[src/rtl/hazard_pkg.sv]
// rtl/hazard_pkg.sv - shared tag type, select encoding and width helper for hazard_unit
package hazard_pkg;

  localparam int TAG_RD_BITS = 8;
  localparam int FWD_SEL_RF  = 0;

  typedef struct packed {
    logic                   valid;
    logic [TAG_RD_BITS-1:0] rd;
    logic                   isLoad;
  } tag_t;

  function automatic int selWidth(input int stages);
    return (stages < 1) ? 1 : $clog2(stages + 1);
  endfunction

endpackage

[src/rtl/hazard_unit_operand_fwd_mux.sv]
// rtl/hazard_unit_operand_fwd_mux.sv - youngest-match priority select and operand mux for one source
module operand_fwd_mux
  import hazard_pkg::*;
#(
  parameter int DBITS               = 32,
  parameter int REG_INDEX_BIT_WIDTH = 4,
  parameter int FWD_STAGES          = 3,
  parameter int LOAD_LAT            = 1,
  parameter int R0_HARDWIRED        = 0,
  parameter int SEL_W               = selWidth(FWD_STAGES)
) (
  input  logic                           srcUse,
  input  logic [REG_INDEX_BIT_WIDTH-1:0] rs,
  input  tag_t [FWD_STAGES-1:0]          tags,
  input  logic [DBITS-1:0]               rfData,
  input  logic [FWD_STAGES*DBITS-1:0]    stageData,
  output logic [DBITS-1:0]               fwdData,
  output logic [SEL_W-1:0]               fwdSel,
  output logic                           loadUse
);

  logic                   rsIsZero;
  logic [TAG_RD_BITS-1:0] rsExt;
  logic                   hit;
  logic                   winLoad;

  assign rsExt    = TAG_RD_BITS'(rs);
  assign rsIsZero = (R0_HARDWIRED != 0) && (rs == '0);

  // Scan oldest to youngest so the youngest match overwrites older ones.
  always_comb begin
    hit     = 1'b0;
    winLoad = 1'b0;
    fwdSel  = SEL_W'(FWD_SEL_RF);
    for (int k = FWD_STAGES; k >= 1; k--) begin
      if (srcUse && tags[k-1].valid && (tags[k-1].rd == rsExt) && !rsIsZero) begin
        hit     = 1'b1;
        winLoad = tags[k-1].isLoad;
        fwdSel  = SEL_W'(k);
      end
    end
  end

  always_comb begin
    fwdData = rfData;
    if (rsIsZero) begin
      fwdData = '0;
    end else if (hit) begin
      for (int k = 1; k <= FWD_STAGES; k++) begin
        if (fwdSel == SEL_W'(k)) fwdData = stageData[(k-1)*DBITS +: DBITS];
      end
    end
  end

  // A load result is not ready until it has passed LOAD_LAT stages.
  assign loadUse = hit && winLoad && (int'(fwdSel) <= LOAD_LAT);

endmodule

[src/rtl/hazard_unit.sv]
// rtl/hazard_unit.sv - tag pipeline, forwarding, load-use stall and redirect flush (HAZARD_PERF_CNT_EN adds event counters)
module hazard_unit
  import hazard_pkg::*;
#(
  parameter int DBITS               = 32,
  parameter int REG_INDEX_BIT_WIDTH = 4,
  parameter int FWD_STAGES          = 3,
  parameter int LOAD_LAT            = 1,
  parameter int R0_HARDWIRED        = 0,
  localparam int SEL_W              = selWidth(FWD_STAGES)
) (
  input  logic                           clk,
  input  logic                           reset,
  input  logic                           dec_valid,
  input  logic [REG_INDEX_BIT_WIDTH-1:0] dec_rs1,
  input  logic [REG_INDEX_BIT_WIDTH-1:0] dec_rs2,
  input  logic                           dec_use1,
  input  logic                           dec_use2,
  input  logic [REG_INDEX_BIT_WIDTH-1:0] dec_rd,
  input  logic                           dec_wr_reg,
  input  logic                           dec_is_load,
  input  logic [DBITS-1:0]               rf_data1,
  input  logic [DBITS-1:0]               rf_data2,
  input  logic [FWD_STAGES*DBITS-1:0]    stage_data,
  input  logic                           redirect,
  output logic [DBITS-1:0]               fwd_data1,
  output logic [DBITS-1:0]               fwd_data2,
  output logic [SEL_W-1:0]               fwd_sel1,
  output logic [SEL_W-1:0]               fwd_sel2,
  output logic                           stall_dec,
  output logic                           flush_fetch,
  output logic                           flush_dec,
  output logic [31:0]                    perf_stalls,
  output logic [31:0]                    perf_flushes
);

  tag_t [FWD_STAGES-1:0] tags;
  tag_t                  newTag;
  logic                  loadUse1;
  logic                  loadUse2;

  operand_fwd_mux #(
    .DBITS(DBITS), .REG_INDEX_BIT_WIDTH(REG_INDEX_BIT_WIDTH), .FWD_STAGES(FWD_STAGES),
    .LOAD_LAT(LOAD_LAT), .R0_HARDWIRED(R0_HARDWIRED), .SEL_W(SEL_W)
  ) muxSrc1 (
    .srcUse(dec_use1), .rs(dec_rs1), .tags(tags), .rfData(rf_data1),
    .stageData(stage_data), .fwdData(fwd_data1), .fwdSel(fwd_sel1), .loadUse(loadUse1)
  );

  operand_fwd_mux #(
    .DBITS(DBITS), .REG_INDEX_BIT_WIDTH(REG_INDEX_BIT_WIDTH), .FWD_STAGES(FWD_STAGES),
    .LOAD_LAT(LOAD_LAT), .R0_HARDWIRED(R0_HARDWIRED), .SEL_W(SEL_W)
  ) muxSrc2 (
    .srcUse(dec_use2), .rs(dec_rs2), .tags(tags), .rfData(rf_data2),
    .stageData(stage_data), .fwdData(fwd_data2), .fwdSel(fwd_sel2), .loadUse(loadUse2)
  );

  // Redirect squashes the decode slot, so a pending load-use stall is moot.
  assign stall_dec   = dec_valid & (loadUse1 | loadUse2) & ~redirect;
  assign flush_fetch = redirect;
  assign flush_dec   = redirect;

  always_comb begin
    newTag        = '0;
    newTag.valid  = dec_valid & dec_wr_reg & ~stall_dec & ~redirect;
    newTag.rd     = TAG_RD_BITS'(dec_rd);
    newTag.isLoad = dec_is_load;
  end

  always_ff @(posedge clk or posedge reset) begin
    if (reset) begin
      tags <= '0;
    end else begin
      tags[0] <= newTag;
      for (int k = 1; k < FWD_STAGES; k++) begin
        tags[k] <= tags[k-1];
      end
    end
  end

`ifdef HAZARD_PERF_CNT_EN
  logic [31:0] stallCnt;
  logic [31:0] flushCnt;

  always_ff @(posedge clk or posedge reset) begin
    if (reset) begin
      stallCnt <= '0;
      flushCnt <= '0;
    end else begin
      if (stall_dec) stallCnt <= stallCnt + 32'd1;
      if (redirect)  flushCnt <= flushCnt + 32'd1;
    end
  end

  assign perf_stalls  = stallCnt;
  assign perf_flushes = flushCnt;
`else
  assign perf_stalls  = '0;
  assign perf_flushes = '0;
`endif

endmodule

[config.mk]
export PLATFORM = sky130hd
export DESIGN_NAME = hazard_unit
export DESIGN_NICKNAME = d
export VERILOG_FILES = /design/src/rtl/hazard_pkg.sv /design/src/rtl/hazard_unit_operand_fwd_mux.sv /design/src/rtl/hazard_unit.sv
export SDC_FILE = /design/constraint.sdc
export NUM_CORES = 1
export LEC_CHECK = 0
export BUFFER_PORTS_ARGS = -buffer_cell sky130_fd_sc_hd__clkbuf_2
export CORE_AREA = 3 3 122 124
export DETAILED_ROUTE_END_ITERATION = 6
export DIE_AREA = 0 0 125 127
export GPL_TIMING_DRIVEN = 0
export PLACE_DENSITY = 0.59
export SYNTH_ARGS = -nofsm -noshare
export SYNTH_HDL_FRONTEND = slang
export SYNTH_SLANG_ARGS = --single-unit
[constraint.sdc]
create_clock -name clk -period 3.08 [get_ports clk]
set_input_delay 0.308 -clock clk [delete_from_list [all_inputs] [get_ports clk]]
set_output_delay 0.308 -clock clk [all_outputs]
set_load 0.005 [all_outputs]
==> metrics.txt <==
status completed; slowest CP cell xor2_1; Worst R2R Start tags[4]; post-synthesis async set-or-reset flop share 100%; Power, Total 1.01 mW; final slew viol count 0; GRT Util Overall 21.3%; Antenna Nets Post-Route 0; Final Hold Vio Count 0; layout cells sized above 1 47.8%; Post-DP HPWL 14900 µm; synthesized area per cell 7.82 µm²; clock latency on the worst-skew pair 240 ps; xor/xnor share of the synthesized area 4.34%; drt pass-1 iters 5; VDD IR-drop max 0.367 mV; fmax 0.338 GHz; post-synthesis sequential area ratio 10.5%; sequential power share 23.0%; clock sinks 16; Lkg Pwr 2.76 nW; critical-path maximum fanout 10; r2r endpoint tags[9]; 1st-iter DRT viols 211; Die ar. 15900 µm²; Int Pwr 0.653 mW; MaxCap Viol Count 0; Port Buffer Count 249; synth unique cells 46; Worst Tran Pin Value 776 ps; cells along the critical path xor2_1 > nor3_4 > a211oi_2 > buf_2 > o2bb2ai_1 > clkbuf_2; vias per cell 5.05; mux share of post-synthesis cell area 0%; die outline width 125 µm; # DRC 0; TritonCTS clock tree done; Post-Synth Simple-Gate Area 25.3%; TNS Setup 0 ps; Die Y 127 µm; Starting Density 27.4%; Ant. Diodes 0; Layout area overhead 47.4%; root buffer cell clkbuf_16; final wirelength 18200 µm; clock slew at reported path FFs 50 ps; FF-to-FF setup slack 1050 ps; register with the most flip-flops tags; Layout Nets 984; setup violators final 0; # IOs 315; flip-flop and latch count after synthesis 16; Hold Crit Class in2async; setup bufs post-CTS 0; main combinational cell family by area after synthesis compound AO/OA/AOI/OAI gates; combinational share of power 52.8%; ys flop type dfrtp_1; mapped cell area 3810 µm²; Clk pwr share 24.2%; initial antenna violation count 0; CTS max path bufs 2; Final Wtd Congestion 0.821; RSZ-0062 raised after global routing no; Mapped Cells 487; Synth Area in Compound Gates 35.8%; Clock Skew 2.51 ps; synth warn 0; largest net degree at the start of global routing 17; crit-path max cell delay 640 ps; drt wl/cell 18.6 µm; fill count 1541; via count 4955; FF-to-FF path depth 5; Adder-Cell Fraction of Synth Area 0%; core area 13900 µm²; Sw Pwr 0.358 mW; startpoint types register; Rel. slew slack 48.1%; Inserted Clock Buffers 3; Final min period 2960 ps; H-tree depth 1; worst path required time 2770 ps; Regs by FF count tags (16); crit path DAT 2650 ps; CP Capture Type output pin; row count 43; first-pass GRT wire length 27400 µm; max FFs per register 16; total gr overflow 0; vias in the first global route 4849; Sw Share 35.4%; EDFF count, synth 0; Setup CP Type reg2out; Final Cycle Share 96.0%; PwrDens 180 nW/µm²
==> cell type report <==
| type | count | area [µm²] | share of cell area [%] |
|---|---|---|---|
| plain buffers | 120 | 785 | 14.0 |
| multi-input cells | 380 | 2750 | 49.0 |
| repair buffers | 249 | 1250 | 22.2 |
| flip-flops and latches | 16 | 400 | 7.14 |
| clock buffers | 3 | 75.1 | 1.34 |
| inverters | 34 | 128 | 2.27 |
| well taps | 180 | 225 | 4.01 |
==> routing by layer <==
layer / up-vias / track usage [%] / wire, µm / part of all wire, %
met5: - / 0 / 0 / 0
met4: 0 / 3.64 / 335 / 1.8
met3: 18 / 4.47 / 1690 / 9.3
met2: 282 / 38.8 / 9040 / 50
met1: 2255 / 26.4 / 7150 / 39
li1: 2400 / - / - / -
==> placed cells by master (no fill, tap or decap), types with 6 or more instances in the layout <==
| cell type | n |
|---|---|
| inv_1 | 33 |
| conb_1 | 64 |
| xnor2_1 | 11 |
| o2bb2ai_1 | 33 |
| nor2_1 | 33 |
| clkbuf_1 | 31 |
| buf_2 | 16 |
| a221oi_1 | 32 |
| buf_4 | 66 |
| nor4_1 | 32 |
| xor2_1 | 6 |
| nor3_1 | 33 |
| and4_1 | 31 |
| o2bb2ai_2 | 30 |
| clkbuf_2 | 251 |
| a211oi_1 | 26 |
| dfrtp_1 | 16 |
==> how the worst max path moves through the flow <==
| stage | from | endpoint | slack, ps |
|---|---|---|---|
| 6_report | tags[2] | fwd_data2[16] | 120 |
| 3_5_place_dp | dec_rs2[3] | fwd_data2[16] | 190 |
| 5_1_grt | tags[4] | fwd_data2[14] | 2 |
| 3_3_place_gp | dec_rs2[3] | fwd_data2[16] | 200 |
| 4_1_cts | tags[4] | fwd_data2[16] | 5 |
| 2_1_floorplan | tags[3] | fwd_data1[0] | 950 |
==> Yosys cell counts (2+ instances only) <==
cell type / number / area, µm²
xnor2_1: 11 / 96.3
and4_1: 31 / 272
a211oi_1: 27 / 203
nor2b_1: 4 / 25.0
buf_2: 16 / 80.1
inv_1: 33 / 124
o2bb2ai_1: 33 / 289
xor2_1: 6 / 52.6
o21ai_1: 3 / 15.0
dfrtp_1: 16 / 400
clkbuf_1: 32 / 120
o2bb2ai_2: 30 / 450
nor4_1: 32 / 200
nor3_1: 33 / 165
nor2_1: 33 / 124
a21oi_1: 2 / 10.0
nand2_1: 5 / 18.8
a221oi_1: 32 / 280
nand3_1: 4 / 20.0
a311oi_1: 5 / 43.8
and3_1: 2 / 12.5
buf_4: 66 / 495
buf_6: 2 / 22.5
nand4_1: 5 / 31.3
buf_12: 3 / 60.1
==> worst max-delay path, delay by kind of cell, from the launching register on <==
| kind | cells | cell delay [ps] |
|---|---|---|
| simple gates | 1 | 190 |
| compound gates | 2 | 650 |
| buf+inv | 2 | 500 |
| flops | 1 | 420 |
| xor+xnor | 1 | 640 |
==> timing repair <==
action | 4_1_cts | 5_1_grt
setup endpoints to repair | 0 | 48
resized for setup | 0 | 5
hold buffers | 0 | 0
hold endpoints to repair | 0 | 0
==> power groups by stage <==
| stage | clock [mW] | combinational [mW] | sequential, mW |
|---|---|---|---|
| after global routing | 0.258 | 0.584 | 0.234 |
| after detailed placement | 0 | 0.528 | 0.235 |
| final | 0.244 | 0.534 | 0.232 |
| after floorplan | 0 | 0.270 | 0.233 |
| after CTS | 0.248 | 0.530 | 0.232 |
| after global placement | 0 | 0.528 | 0.235 |
==> stage by stage <==
step / instance area (µm²) / worst slack [ps] / hold WS [ps] / util, % / instances
final: 5610 / 123 / 118 / 40.4 / 982
after global routing: 5610 / 2.46 / 166 / 40.4 / 982
after CTS: 5590 / 5.44 / 132 / 40.3 / 982
after detailed placement: 5510 / 193 / 388 / 39.7 / 979
after global placement: 5510 / 205 / 386 / 39.7 / 979
after floorplan: 4040 / 952 / 222 / - / 550
==> kinds of logic after synthesis <==
family | Yosys count
AO/OA/AOI/OAI | 139
flip-flops | 16
buffers and inverters | 154
XOR/XNOR | 18
AND/OR/NAND/NOR | 159
other | 1
(Power assumes the default switching activity.)
